File: src/rtl/holy_dbg_bridge_pkg.sv
// Shared types and constants for the debug-memory AXI4 bridge.
package holy_dbg_bridge_pkg;

    typedef enum logic [2:0] {
        IDLE,
        RD_REQ,
        RD_RESP,
        WR_DATA,
        WR_RESP
    } state_t;

    localparam logic [1:0] RESP_OKAY   = 2'b00;
    localparam logic [1:0] RESP_SLVERR = 2'b10;

    localparam logic [1:0] BURST_FIXED = 2'b00;
    localparam logic [1:0] BURST_INCR  = 2'b01;
    localparam logic [1:0] BURST_WRAP  = 2'b10;

    localparam int WORD_BYTES = 4;
    // AxSIZE encoding of a full 32-bit word
    localparam logic [2:0] WORD_SIZE = 3'd2;

endpackage

File: src/rtl/holy_dbg_mem_bridge_if.sv
// AXI4 slave-side channel bundle between the crossbar port and the debug-memory bridge.
interface holy_dbg_mem_bridge_if #(
    parameter int ADDR_W = 32,
    parameter int DATA_W = 32,
    parameter int ID_W   = 4
);
    logic [ID_W-1:0]     s_awid;
    logic [ADDR_W-1:0]   s_awaddr;
    logic [7:0]          s_awlen;
    logic [2:0]          s_awsize;
    logic [1:0]          s_awburst;
    logic                s_awvalid;
    logic                s_awready;

    logic [DATA_W-1:0]   s_wdata;
    logic [DATA_W/8-1:0] s_wstrb;
    logic                s_wlast;
    logic                s_wvalid;
    logic                s_wready;

    logic [ID_W-1:0]     s_bid;
    logic [1:0]          s_bresp;
    logic                s_bvalid;
    logic                s_bready;

    logic [ID_W-1:0]     s_arid;
    logic [ADDR_W-1:0]   s_araddr;
    logic [7:0]          s_arlen;
    logic [2:0]          s_arsize;
    logic [1:0]          s_arburst;
    logic                s_arvalid;
    logic                s_arready;

    logic [ID_W-1:0]     s_rid;
    logic [DATA_W-1:0]   s_rdata;
    logic [1:0]          s_rresp;
    logic                s_rlast;
    logic                s_rvalid;
    logic                s_rready;

    modport slave (
        input  s_awid, s_awaddr, s_awlen, s_awsize, s_awburst, s_awvalid,
        output s_awready,
        input  s_wdata, s_wstrb, s_wlast, s_wvalid,
        output s_wready,
        output s_bid, s_bresp, s_bvalid,
        input  s_bready,
        input  s_arid, s_araddr, s_arlen, s_arsize, s_arburst, s_arvalid,
        output s_arready,
        output s_rid, s_rdata, s_rresp, s_rlast, s_rvalid,
        input  s_rready
    );

    modport master (
        output s_awid, s_awaddr, s_awlen, s_awsize, s_awburst, s_awvalid,
        input  s_awready,
        output s_wdata, s_wstrb, s_wlast, s_wvalid,
        input  s_wready,
        input  s_bid, s_bresp, s_bvalid,
        output s_bready,
        output s_arid, s_araddr, s_arlen, s_arsize, s_arburst, s_arvalid,
        input  s_arready,
        input  s_rid, s_rdata, s_rresp, s_rlast, s_rvalid,
        output s_rready
    );

endinterface

File: src/rtl/holy_dbg_mem_bridge.sv
// AXI4 slave serialising single-word accesses onto the dm_top debug-memory bus.
// Define HOLY_DBG_BRIDGE_RANGE_CHECK_EN to suppress device accesses at or above DEV_SIZE.
module holy_dbg_mem_bridge
    import holy_dbg_bridge_pkg::*;
#(
    parameter int              ADDR_W   = 32,
    parameter int              DATA_W   = 32,
    parameter int              ID_W     = 4,
    parameter logic [ADDR_W-1:0] DEV_SIZE = ADDR_W'(32'h810)
) (
    input  logic                clk,
    input  logic                rst_n,
    holy_dbg_mem_bridge_if.slave s_axi,
    output logic                dev_req_o,
    output logic                dev_we_o,
    output logic [ADDR_W-1:0]   dev_addr_o,
    output logic [DATA_W/8-1:0] dev_be_o,
    output logic [DATA_W-1:0]   dev_wdata_o,
    input  logic [DATA_W-1:0]   dev_rdata_i
);

`ifdef HOLY_DBG_BRIDGE_RANGE_CHECK_EN
    localparam bit RANGE_CHECK = 1'b1;
`else
    localparam bit RANGE_CHECK = 1'b0;
`endif

    state_t            state_reg, state_next;
    logic              rr_last_wr_reg, rr_last_wr_next;
    logic [ID_W-1:0]   id_reg, id_next;
    logic [ADDR_W-1:0] addr_reg, addr_next;
    logic [7:0]        len_reg, len_next;
    logic [1:0]        burst_reg, burst_next;
    logic [7:0]        beat_cnt_reg, beat_cnt_next;
    logic              err_reg, err_next;
    logic [DATA_W-1:0] rdata_reg, rdata_next;
    logic              fresh_reg, fresh_next;
    logic              rd_oor_reg, rd_oor_next;

    logic              last_beat;
    logic              beat_oor;
    logic              grant_rd, grant_wr;
    logic [ADDR_W-1:0] addr_step;

    assign last_beat = (beat_cnt_reg == len_reg);
    assign beat_oor  = RANGE_CHECK && (addr_reg >= DEV_SIZE);
    // WRAP bursts are deliberately stepped like INCR
    assign addr_step = (burst_reg == BURST_FIXED) ? addr_reg
                                                  : addr_reg + ADDR_W'(WORD_BYTES);

    // Round-robin: on a tie, grant the type that did not win last time
    assign grant_rd = s_axi.s_arvalid && (!s_axi.s_awvalid || rr_last_wr_reg);
    assign grant_wr = s_axi.s_awvalid && (!s_axi.s_arvalid || !rr_last_wr_reg);

    always_ff @(posedge clk or negedge rst_n) begin
        if (!rst_n) begin
            state_reg      <= IDLE;
            rr_last_wr_reg <= 1'b1;
            id_reg         <= '0;
            addr_reg       <= '0;
            len_reg        <= '0;
            burst_reg      <= '0;
            beat_cnt_reg   <= '0;
            err_reg        <= 1'b0;
            rdata_reg      <= '0;
            fresh_reg      <= 1'b0;
            rd_oor_reg     <= 1'b0;
        end else begin
            state_reg      <= state_next;
            rr_last_wr_reg <= rr_last_wr_next;
            id_reg         <= id_next;
            addr_reg       <= addr_next;
            len_reg        <= len_next;
            burst_reg      <= burst_next;
            beat_cnt_reg   <= beat_cnt_next;
            err_reg        <= err_next;
            rdata_reg      <= rdata_next;
            fresh_reg      <= fresh_next;
            rd_oor_reg     <= rd_oor_next;
        end
    end

    always_comb begin
        state_next      = state_reg;
        rr_last_wr_next = rr_last_wr_reg;
        id_next         = id_reg;
        addr_next       = addr_reg;
        len_next        = len_reg;
        burst_next      = burst_reg;
        beat_cnt_next   = beat_cnt_reg;
        err_next        = err_reg;
        rdata_next      = rdata_reg;
        fresh_next      = fresh_reg;
        rd_oor_next     = rd_oor_reg;

        s_axi.s_awready = 1'b0;
        s_axi.s_arready = 1'b0;
        s_axi.s_wready  = 1'b0;
        s_axi.s_bvalid  = 1'b0;
        s_axi.s_bid     = id_reg;
        s_axi.s_bresp   = err_reg ? RESP_SLVERR : RESP_OKAY;
        s_axi.s_rvalid  = 1'b0;
        s_axi.s_rid     = id_reg;
        s_axi.s_rdata   = '0;
        s_axi.s_rresp   = (err_reg || rd_oor_reg) ? RESP_SLVERR : RESP_OKAY;
        s_axi.s_rlast   = last_beat;

        dev_req_o   = 1'b0;
        dev_we_o    = 1'b0;
        dev_addr_o  = {addr_reg[ADDR_W-1:2], 2'b00};
        dev_be_o    = '1;
        dev_wdata_o = s_axi.s_wdata;

        unique case (state_reg)
            IDLE: begin
                s_axi.s_arready = grant_rd;
                s_axi.s_awready = grant_wr;
                beat_cnt_next   = '0;
                if (grant_rd) begin
                    id_next         = s_axi.s_arid;
                    addr_next       = s_axi.s_araddr;
                    len_next        = s_axi.s_arlen;
                    burst_next      = s_axi.s_arburst;
                    err_next        = (s_axi.s_arsize != WORD_SIZE);
                    rr_last_wr_next = 1'b0;
                    state_next      = RD_REQ;
                end else if (grant_wr) begin
                    id_next         = s_axi.s_awid;
                    addr_next       = s_axi.s_awaddr;
                    len_next        = s_axi.s_awlen;
                    burst_next      = s_axi.s_awburst;
                    err_next        = (s_axi.s_awsize != WORD_SIZE);
                    rr_last_wr_next = 1'b1;
                    state_next      = WR_DATA;
                end
            end
            RD_REQ: begin
                dev_req_o   = !beat_oor;
                rd_oor_next = beat_oor;
                fresh_next  = 1'b1;
                state_next  = RD_RESP;
            end
            RD_RESP: begin
                // First cycle forwards the device data directly, later cycles replay the capture
                s_axi.s_rvalid = 1'b1;
                if (!rd_oor_reg)
                    s_axi.s_rdata = fresh_reg ? dev_rdata_i : rdata_reg;
                if (fresh_reg)
                    rdata_next = dev_rdata_i;
                fresh_next = 1'b0;
                if (s_axi.s_rready) begin
                    if (last_beat) begin
                        state_next = IDLE;
                    end else begin
                        beat_cnt_next = beat_cnt_reg + 8'd1;
                        addr_next     = addr_step;
                        state_next    = RD_REQ;
                    end
                end
            end
            WR_DATA: begin
                s_axi.s_wready = 1'b1;
                if (s_axi.s_wvalid) begin
                    dev_req_o = !beat_oor;
                    dev_we_o  = 1'b1;
                    dev_be_o  = s_axi.s_wstrb;
                    // The burst always ends on the count; a wlast disagreement only flags the response
                    err_next  = err_reg || beat_oor || (s_axi.s_wlast != last_beat);
                    if (last_beat) begin
                        state_next = WR_RESP;
                    end else begin
                        beat_cnt_next = beat_cnt_reg + 8'd1;
                        addr_next     = addr_step;
                    end
                end
            end
            WR_RESP: begin
                s_axi.s_bvalid = 1'b1;
                if (s_axi.s_bready)
                    state_next = IDLE;
            end
            default: state_next = IDLE;
        endcase
    end

endmodule
File: src/flat_wrapper.sv
// flat-port wrapper written by rule: the top's interface ports become plain ports
module holy_dbg_mem_bridge_flat import holy_dbg_bridge_pkg::*;
#(
    parameter int              ADDR_W   = 32,
    parameter int              DATA_W   = 32,
    parameter int              ID_W     = 4,
    parameter logic [ADDR_W-1:0] DEV_SIZE = ADDR_W'(32'h810)
)
  (clk, rst_n, dev_req_o, dev_we_o, dev_addr_o, dev_be_o, dev_wdata_o, dev_rdata_i, s_axi_s_awid, s_axi_s_awaddr, s_axi_s_awlen, s_axi_s_awsize, s_axi_s_awburst, s_axi_s_awvalid, s_axi_s_awready, s_axi_s_wdata, s_axi_s_wstrb, s_axi_s_wlast, s_axi_s_wvalid, s_axi_s_wready, s_axi_s_bid, s_axi_s_bresp, s_axi_s_bvalid, s_axi_s_bready, s_axi_s_arid, s_axi_s_araddr, s_axi_s_arlen, s_axi_s_arsize, s_axi_s_arburst, s_axi_s_arvalid, s_axi_s_arready, s_axi_s_rid, s_axi_s_rdata, s_axi_s_rresp, s_axi_s_rlast, s_axi_s_rvalid, s_axi_s_rready);
  holy_dbg_mem_bridge_if #(.ADDR_W(ADDR_W), .DATA_W(DATA_W), .ID_W(ID_W)) s_axi_i ();
  input  logic clk;
  input  logic rst_n;
  output logic dev_req_o;
  output logic dev_we_o;
  output logic [ADDR_W-1:0] dev_addr_o;
  output logic [DATA_W/8-1:0] dev_be_o;
  output logic [DATA_W-1:0] dev_wdata_o;
  input  logic [DATA_W-1:0] dev_rdata_i;
  input wire logic [$bits(s_axi_i.s_awid)-1:0] s_axi_s_awid;
  input wire logic [$bits(s_axi_i.s_awaddr)-1:0] s_axi_s_awaddr;
  input wire logic [$bits(s_axi_i.s_awlen)-1:0] s_axi_s_awlen;
  input wire logic [$bits(s_axi_i.s_awsize)-1:0] s_axi_s_awsize;
  input wire logic [$bits(s_axi_i.s_awburst)-1:0] s_axi_s_awburst;
  input wire logic [$bits(s_axi_i.s_awvalid)-1:0] s_axi_s_awvalid;
  output wire logic [$bits(s_axi_i.s_awready)-1:0] s_axi_s_awready;
  input wire logic [$bits(s_axi_i.s_wdata)-1:0] s_axi_s_wdata;
  input wire logic [$bits(s_axi_i.s_wstrb)-1:0] s_axi_s_wstrb;
  input wire logic [$bits(s_axi_i.s_wlast)-1:0] s_axi_s_wlast;
  input wire logic [$bits(s_axi_i.s_wvalid)-1:0] s_axi_s_wvalid;
  output wire logic [$bits(s_axi_i.s_wready)-1:0] s_axi_s_wready;
  output wire logic [$bits(s_axi_i.s_bid)-1:0] s_axi_s_bid;
  output wire logic [$bits(s_axi_i.s_bresp)-1:0] s_axi_s_bresp;
  output wire logic [$bits(s_axi_i.s_bvalid)-1:0] s_axi_s_bvalid;
  input wire logic [$bits(s_axi_i.s_bready)-1:0] s_axi_s_bready;
  input wire logic [$bits(s_axi_i.s_arid)-1:0] s_axi_s_arid;
  input wire logic [$bits(s_axi_i.s_araddr)-1:0] s_axi_s_araddr;
  input wire logic [$bits(s_axi_i.s_arlen)-1:0] s_axi_s_arlen;
  input wire logic [$bits(s_axi_i.s_arsize)-1:0] s_axi_s_arsize;
  input wire logic [$bits(s_axi_i.s_arburst)-1:0] s_axi_s_arburst;
  input wire logic [$bits(s_axi_i.s_arvalid)-1:0] s_axi_s_arvalid;
  output wire logic [$bits(s_axi_i.s_arready)-1:0] s_axi_s_arready;
  output wire logic [$bits(s_axi_i.s_rid)-1:0] s_axi_s_rid;
  output wire logic [$bits(s_axi_i.s_rdata)-1:0] s_axi_s_rdata;
  output wire logic [$bits(s_axi_i.s_rresp)-1:0] s_axi_s_rresp;
  output wire logic [$bits(s_axi_i.s_rlast)-1:0] s_axi_s_rlast;
  output wire logic [$bits(s_axi_i.s_rvalid)-1:0] s_axi_s_rvalid;
  input wire logic [$bits(s_axi_i.s_rready)-1:0] s_axi_s_rready;
  assign s_axi_i.s_awid = s_axi_s_awid;
  assign s_axi_i.s_awaddr = s_axi_s_awaddr;
  assign s_axi_i.s_awlen = s_axi_s_awlen;
  assign s_axi_i.s_awsize = s_axi_s_awsize;
  assign s_axi_i.s_awburst = s_axi_s_awburst;
  assign s_axi_i.s_awvalid = s_axi_s_awvalid;
  assign s_axi_s_awready = s_axi_i.s_awready;
  assign s_axi_i.s_wdata = s_axi_s_wdata;
  assign s_axi_i.s_wstrb = s_axi_s_wstrb;
  assign s_axi_i.s_wlast = s_axi_s_wlast;
  assign s_axi_i.s_wvalid = s_axi_s_wvalid;
  assign s_axi_s_wready = s_axi_i.s_wready;
  assign s_axi_s_bid = s_axi_i.s_bid;
  assign s_axi_s_bresp = s_axi_i.s_bresp;
  assign s_axi_s_bvalid = s_axi_i.s_bvalid;
  assign s_axi_i.s_bready = s_axi_s_bready;
  assign s_axi_i.s_arid = s_axi_s_arid;
  assign s_axi_i.s_araddr = s_axi_s_araddr;
  assign s_axi_i.s_arlen = s_axi_s_arlen;
  assign s_axi_i.s_arsize = s_axi_s_arsize;
  assign s_axi_i.s_arburst = s_axi_s_arburst;
  assign s_axi_i.s_arvalid = s_axi_s_arvalid;
  assign s_axi_s_arready = s_axi_i.s_arready;
  assign s_axi_s_rid = s_axi_i.s_rid;
  assign s_axi_s_rdata = s_axi_i.s_rdata;
  assign s_axi_s_rresp = s_axi_i.s_rresp;
  assign s_axi_s_rlast = s_axi_i.s_rlast;
  assign s_axi_s_rvalid = s_axi_i.s_rvalid;
  assign s_axi_i.s_rready = s_axi_s_rready;
  holy_dbg_mem_bridge #(.ADDR_W(ADDR_W), .DATA_W(DATA_W), .ID_W(ID_W), .DEV_SIZE(DEV_SIZE)) u_core (.clk(clk), .rst_n(rst_n), .s_axi(s_axi_i), .dev_req_o(dev_req_o), .dev_we_o(dev_we_o), .dev_addr_o(dev_addr_o), .dev_be_o(dev_be_o), .dev_wdata_o(dev_wdata_o), .dev_rdata_i(dev_rdata_i));
endmodule
File: config.mk
export PLATFORM = sky130hd
export DESIGN_NAME = holy_dbg_mem_bridge_flat
export DESIGN_NICKNAME = d
export VERILOG_FILES = /design/src/rtl/holy_dbg_bridge_pkg.sv /design/src/rtl/holy_dbg_mem_bridge_if.sv /design/src/rtl/holy_dbg_mem_bridge.sv /design/src/flat_wrapper.sv
export SDC_FILE = /design/constraint.sdc
export NUM_CORES = 1
export LEC_CHECK = 0
export BUFFER_PORTS_ARGS = -buffer_cell sky130_fd_sc_hd__buf_4
export CAP_MARGIN = 20
export CORE_MARGIN = 4
export CORE_UTILIZATION = 45
export DETAILED_ROUTE_END_ITERATION = 7
export GPL_TIMING_DRIVEN = 1
export PLACE_DENSITY = 0.79
export SYNTH_ARGS = -nofsm -noshare
export SYNTH_HDL_FRONTEND = slang
export SYNTH_SLANG_ARGS = --single-unit
File: constraint.sdc
create_clock -name clk -period 3.4 [get_ports clk]
set_clock_uncertainty 0.15 [all_clocks]
set_input_delay 0 -clock clk [delete_from_list [all_inputs] [get_ports clk]]
set_output_delay 0 -clock clk [all_outputs]
set_load 0.005 [all_outputs]
After elaboration in Yosys (flattened, before gate mapping)

Index checks and enable logic that the tools add are counted.

Flip-flop bits (word level): 92
Latch bits: 0
Memory bits (writable): 0
Bits in read-only memories: 0
Input port bits: 174
Output and inout bits: 120
Memories: 0

Add/sub/neg operators: 2
Multipliers: 0
Div/mod/pow operators: 0
Order comparisons: 0
Eq/ne operators: 13
Shift operators: 0
Multiplexer cells: 45
Bitwise logic cells: 0
Reduce and logical (&&, ||, !) cells: 19

Operators by type and width:

| cell                    | count |
|---|---|
| $mux W32                | 8 |
| $pmux W32 S3            | 1 |
| $mux W8                 | 5 |
| $add A32 B3 Y32 const B | 1 |
| $pmux W8 S3             | 1 |
| $mux W3                 | 6 |
| $mux W4                 | 4 |
| $pmux W3 S5             | 1 |
| $mux W1                 | 13 |
| $add A8 B1 Y8 const B   | 1 |
| $eq A8 B8 Y1            | 1 |
| $eq A3 B2 Y1 const B    | 2 |
| $mux W2                 | 3 |
| $ne A2 B2 Y1 const B    | 3 |
| $ne A3 B2 Y1 const B    | 2 |
| $pmux W1 S2             | 3 |
| $reduce_and A3 Y1       | 2 |
| $reduce_bool A2 Y1      | 3 |
| $reduce_and A5 Y1       | 1 |
| $reduce_and A4 Y1       | 1 |
| $eq A3 B1 Y1 const B    | 1 |
| $eq A3 B3 Y1 const B    | 1 |
| $logic_not A1 Y1        | 3 |
| $logic_not A3 Y1        | 1 |
| other kinds (8)         | 11 |

Depth between registers and ports, before layout

Word-level depth: 6
Depth in mapped cells: 10
Depth with buffers taken out: 6

Least setup slack after synthesis

OpenSTA, ideal clock, no wires.

Path type: flip-flop to flip-flop
Start point: register u_core.state_reg[2]
End point: register u_core.rdata_reg[10]
Arrival: 1.703 ns
Data required time: 3.123 ns
Slack: 1.419 ns
Cell stages (with the launch flop): 11
Period minus slack after synthesis: 1.981 ns
Path through: dfrtp_1 buf_2 nor2b_1 buf_2 nand2b_1 buf_2 inv_2 and2_1 buf_2 buf_6 mux2_1

Longest elaborated chain between the ends: 1

RTL lines:

| what                     | line                       | RTL |
|---|---|---|
| start: declaration       | holy_dbg_mem_bridge.sv:28  | `state_t state_reg, state_next;` |
| start signal: assignment | holy_dbg_mem_bridge.sv:69  | `state_reg <= state_next;` |
| $eq A3 B2 Y1             | holy_dbg_mem_bridge.sv:114 | `unique case (state_reg)` |
| end signal: assignment   | holy_dbg_mem_bridge.sv:77  | `rdata_reg <= rdata_next;` |
| end: declaration         | holy_dbg_mem_bridge.sv:36  | `logic [DATA_W-1:0] rdata_reg, rdata_next;` |

No other way between the ends.
A chain may end at the register's enable or synchronous reset.

Worst setup path after layout

Start point: register u_core.addr_reg[15]
End point: register u_core.addr_reg[24]

Longest elaborated chain between the ends: 5

RTL lines:

| what                        | line                                                   | RTL |
|---|---|---|
| start: declaration          | holy_dbg_mem_bridge.sv:31                              | `logic [ADDR_W-1:0] addr_reg, addr_next;` |
| start signal: assignment    | holy_dbg_mem_bridge.sv:72                              | `addr_reg <= addr_next;` |
| $add A32 B3 Y32 *           | holy_dbg_mem_bridge.sv:49                              | `: addr_reg + ADDR_W'(WORD_BYTES);` |
| $mux W32 *                  | holy_dbg_mem_bridge.sv:48                              | `assign addr_step = (burst_reg == BURST_FIXED) ? addr_reg` |
| $mux W32 *                  | holy_dbg_mem_bridge.sv:152, holy_dbg_mem_bridge.sv:169 |  |
| $mux W32 (on tied branches) | holy_dbg_mem_bridge.sv:163, holy_dbg_mem_bridge.sv:151 |  |
| $pmux W32 S3 *              | holy_dbg_mem_bridge.sv:114                             |  |

Every way passes the cells marked *; elsewhere a longest branch is shown, timed or not. The select of a mux whose other input is x is not followed.

==> flow_summary.yaml <==
status:
  status: "finished clean"
setup_path:
  worst-path-max-fanout: 8
  crit_family: "simple AND/OR/NAND/NOR gates"
  crit-reg2reg-launch: "u_core.addr_reg[15]$_DFFE_PN0P_"
  worst_setup_path_start_kind: "flip-flop"
  required_ns: 3.49
  worstPathArrival_ns: 2.95
  worst-r2r-cell-count: 6
  worstSetupPathType: "reg2reg"
  worst_path_cell_trace: "nand4_1 > nor4_1 > and3_1 > a31oi_1 > dlygate4sd3_1 > o22a_1"
  timing.critical_path.to_type: "flip-flop"
  critical_path.max_stage_delay_ns: 0.73
  regToRegSetupSlack_ns: 0.54
  cp.buffers_inverters: 1
  critical_path.slowest_cell: "sky130_fd_sc_hd__nor4_1"
  r2r_end: "u_core.addr_reg[24]$_DFFE_PN0P_"
power_and_ir_drop:
  leakage_nw: 4.210
  peak_ir_drop_on_the_vdd_network_mv: 0.3791
  fin_total_pwr_mw: 6.826
  powerDensity_nw_per_um2: 737.0
synth:
  syn-cell-area_um2: 5982
  synthesis.area_per_instance_um2: 9.119
  synth.ff_latch_count: 90
  synth.yosys.warnings: 0
  synthCells: 656
  synth-edff-count: 0
  sequential_cell_area_fraction_in_the_yosys_report: 0.3767
  synth.area.top_cells: "sky130_fd_sc_hd__dfrtp_1 (37%), sky130_fd_sc_hd__mux2i_1 (8.0%), sky130_fd_sc_hd__mux2_1 (5.6%), sky130_fd_sc_hd__buf_4 (5.5%), sky130_fd_sc_hd__nor2_1 (4.6%)"
  synth_top_flop_cell: "sky130_fd_sc_hd__dfrtp_1"
  yosys.area.top_type_share: 0.3723
  netlist.top_cell.by_area: "sky130_fd_sc_hd__dfrtp_1"
  async_reset_ff_frac: 1.000
  distinct_cell_type_count_of_the_synthesized_netlist: 66
clock_tree:
  cts_hold_buffers: 146
  cts_buffer_count: 9
  cts_post_setup_buffers_inserted: 0
  clk_pin_slew_worst_paths_ns: 0.06
  cts_tree: "done"
  clock_latency_ns: 0.35
  number_of_clock_sinks_seen_by_cts: 90
  clk_root_buffer_cell: "sky130_fd_sc_hd__clkbuf_16"
  clock_tree.htree_level_count: 3
  post_cts_resize_count: 0
  clockBufferDepth: 2
min_path:
  hold_end: "u_core.addr_reg[23]$_DFFE_PN0P_"
  hold_path_startpoint: "s_axi_s_araddr[23]"
  min-delay-path-class: "in2reg"
  holdPathStages: 4
global_route:
  total_track_usage: 0.2773
  global_route_wire_length_before_repair_mm: 32.98
  grt_total_ovfl: 0
  initial_antenna_violation_count: 0
  first_global_vias: 6500
  grt_max_degree: 57
sta:
  post-route-period-util: 0.8426
  report.final.setup_viol: 0
  final_period_minus_worst_setup_slack_ns: 2.865
  timing.fmax_ghz: 0.3491
  slew_at_the_pin_closest_to_its_max_slew_limit_ns: 0.8091
  slew_headroom: 0.4586
  rsz_0062_raised_after_global_routing: "no"
  finalHoldWorstSlack_ns: 0.006446
  report.final.hold_viol_count: 0
  report.final.slew_viol_count: 0
  timing.setup.tns_ns: 0
finish:
  area_growth_syn_to_layout_pct: 54.82
  finalNetCount: 1141
  antennaDiodeCount: 0
  final-instance-count-excl-fill: 1142
  final_layout_size_suffix_gt1_frac: 0.2948
  largest_reg_flops: 32
placement:
  gp_routability_congestion: 0.8582
  hpwl_mm: 12.94
  dpl.cell_count: 980
  io_buffers: 221
routing:
  drtAntennaViolNets: 0
  drt-initial-drc-count: 458
  detail_route.first_pass.iterations: 5
  via_count: 6414
  routed_wire_length_per_instance_um: 18.99
  route.final.wire_length_mm: 21.69
  viasPerCell: 5.616
  detail_route.drc_violations: 0
floorplanning:
  std_cell_rows: 41
  floorplan.core_area_um2: 12820
  die_area_um2: 15200
  start_util: 0.4664
  die-width_um: 123.3
  die_height_um: 123.3
  io_pins: 294
job:
  cap_viol_max_count: 0
-- area by class of cell --
type,instances,area (µm²)
timing repair buffer,382,3258
fill,888,3563
clock buffer,15,287.8
multi-input combinational,471,3172
tap,172,215.2
clock inverter,1,30.03
sequential,90,2255
inverter,11,43.79
-- kinds of logic after synthesis --
logic type / count (synthesis) / synth area share
compound gates: 148 / 0.1684
xor+xnor: 12 / 0.01757
fa+ha+maj: 2 / 0.004183
buf+inv: 98 / 0.09831
flops: 90 / 0.3767
mux: 89 / 0.1575
other cells: 1 / 0.0006269
simple gates: 216 / 0.1767
-- report_power, final --
part | total [mW] | switching, mW | internal [mW]
Clock | 1.07 | 0.418 | 0.651
Sequential | 2.11 | 0.523 | 1.59
Combinational | 3.65 | 1.74 | 1.91
-- tightest hold or removal path: stages --
cell	delay, ns
sky130_fd_sc_hd__buf_4	0.08
sky130_fd_sc_hd__mux2_2	0.13
sky130_fd_sc_hd__o22ai_1	0.06
sky130_fd_sc_hd__a22oi_1	0.18
-- cell usage after synthesis (3+ instances only) --
cell type and count:
sky130_fd_sc_hd__dfrtp_1 89, sky130_fd_sc_hd__nor2_1 73, sky130_fd_sc_hd__nand2_1 66, sky130_fd_sc_hd__mux2i_1 48, sky130_fd_sc_hd__buf_4 44, sky130_fd_sc_hd__a21oi_1 37
sky130_fd_sc_hd__a31oi_1 33, sky130_fd_sc_hd__mux2_1 30, sky130_fd_sc_hd__clkbuf_1 22, sky130_fd_sc_hd__o22a_1 19, sky130_fd_sc_hd__buf_2 12, sky130_fd_sc_hd__mux2_2 11
sky130_fd_sc_hd__nand3_1 11, sky130_fd_sc_hd__nand4_1 11, sky130_fd_sc_hd__o21ai_0 11, sky130_fd_sc_hd__xnor2_1 11, sky130_fd_sc_hd__nor3_1 10, sky130_fd_sc_hd__and3_1 8
sky130_fd_sc_hd__inv_1 8, sky130_fd_sc_hd__a22oi_1 6, sky130_fd_sc_hd__a32oi_1 6, sky130_fd_sc_hd__a2bb2oi_1 5, sky130_fd_sc_hd__buf_6 5, sky130_fd_sc_hd__o22ai_1 5
sky130_fd_sc_hd__buf_1 4, sky130_fd_sc_hd__or2_2 4, sky130_fd_sc_hd__a211oi_1 3, sky130_fd_sc_hd__and2_1 3, sky130_fd_sc_hd__and4_1 3, sky130_fd_sc_hd__nand2b_1 3
sky130_fd_sc_hd__nor2b_1 3, sky130_fd_sc_hd__nor4_1 3, sky130_fd_sc_hd__o31ai_1 3
-- layout by cell type (no fill, tap or decap), drive strengths merged, types with 14 or more instances in the layout --
master and n:
a21oi 37, a31oi 33, buf 236, clkbuf 15, dfrtp 89, dlygate4sd3 146
mux2 41, mux2i 48, nand2 67, nor2 74, o21ai 14, o22a 19
-- routing by layer --
metal  track usage  up-vias  share of wire
li1              -     2947              -
met1        0.3318     3027           0.38
met2        0.4720      368           0.49
met3       0.06770       72          0.090
met4        0.1239        0          0.035
met5             0        -              0
-- worst max-delay path by stage --
stage / startpoint / end / slack (ns) / depth (start not counted)
final: u_core.addr_reg[15]$_DFFE_PN0P_ / u_core.addr_reg[24]$_DFFE_PN0P_ / 0.54 / 6
after global routing: u_core.addr_reg[15]$_DFFE_PN0P_ / u_core.addr_reg[24]$_DFFE_PN0P_ / 0.29 / 6
after CTS: u_core.addr_reg[2]$_DFFE_PN0P_ / u_core.addr_reg[20]$_DFFE_PN0P_ / 0.57 / 7
after detailed placement: u_core.state_reg[0]$_DFFE_PN0P_ / u_core.addr_reg[21]$_DFFE_PN0P_ / 0.75 / 6
after global placement: u_core.state_reg[0]$_DFFE_PN0P_ / u_core.addr_reg[30]$_DFFE_PN0P_ / 0.79 / 6
after floorplan: u_core.state_reg[2]$_DFFE_PN0P_ / u_core.rdata_reg[10]$_DFFE_PN0N_ / 1.42 / 10
-- metrics by stage --
stage / utilization / cell area (µm²) / setup slack, ns
after CTS: 0.7221 / 9261 / 0.5664
after floorplan: - / 5993 / 1.419
after global routing: 0.7221 / 9261 / 0.2923
after global placement: 0.5834 / 7482 / 0.7930
after detailed placement: 0.5834 / 7482 / 0.7481
final: 0.7221 / 9261 / 0.5353
No activity file was read; power rests on OpenSTA's default activity.
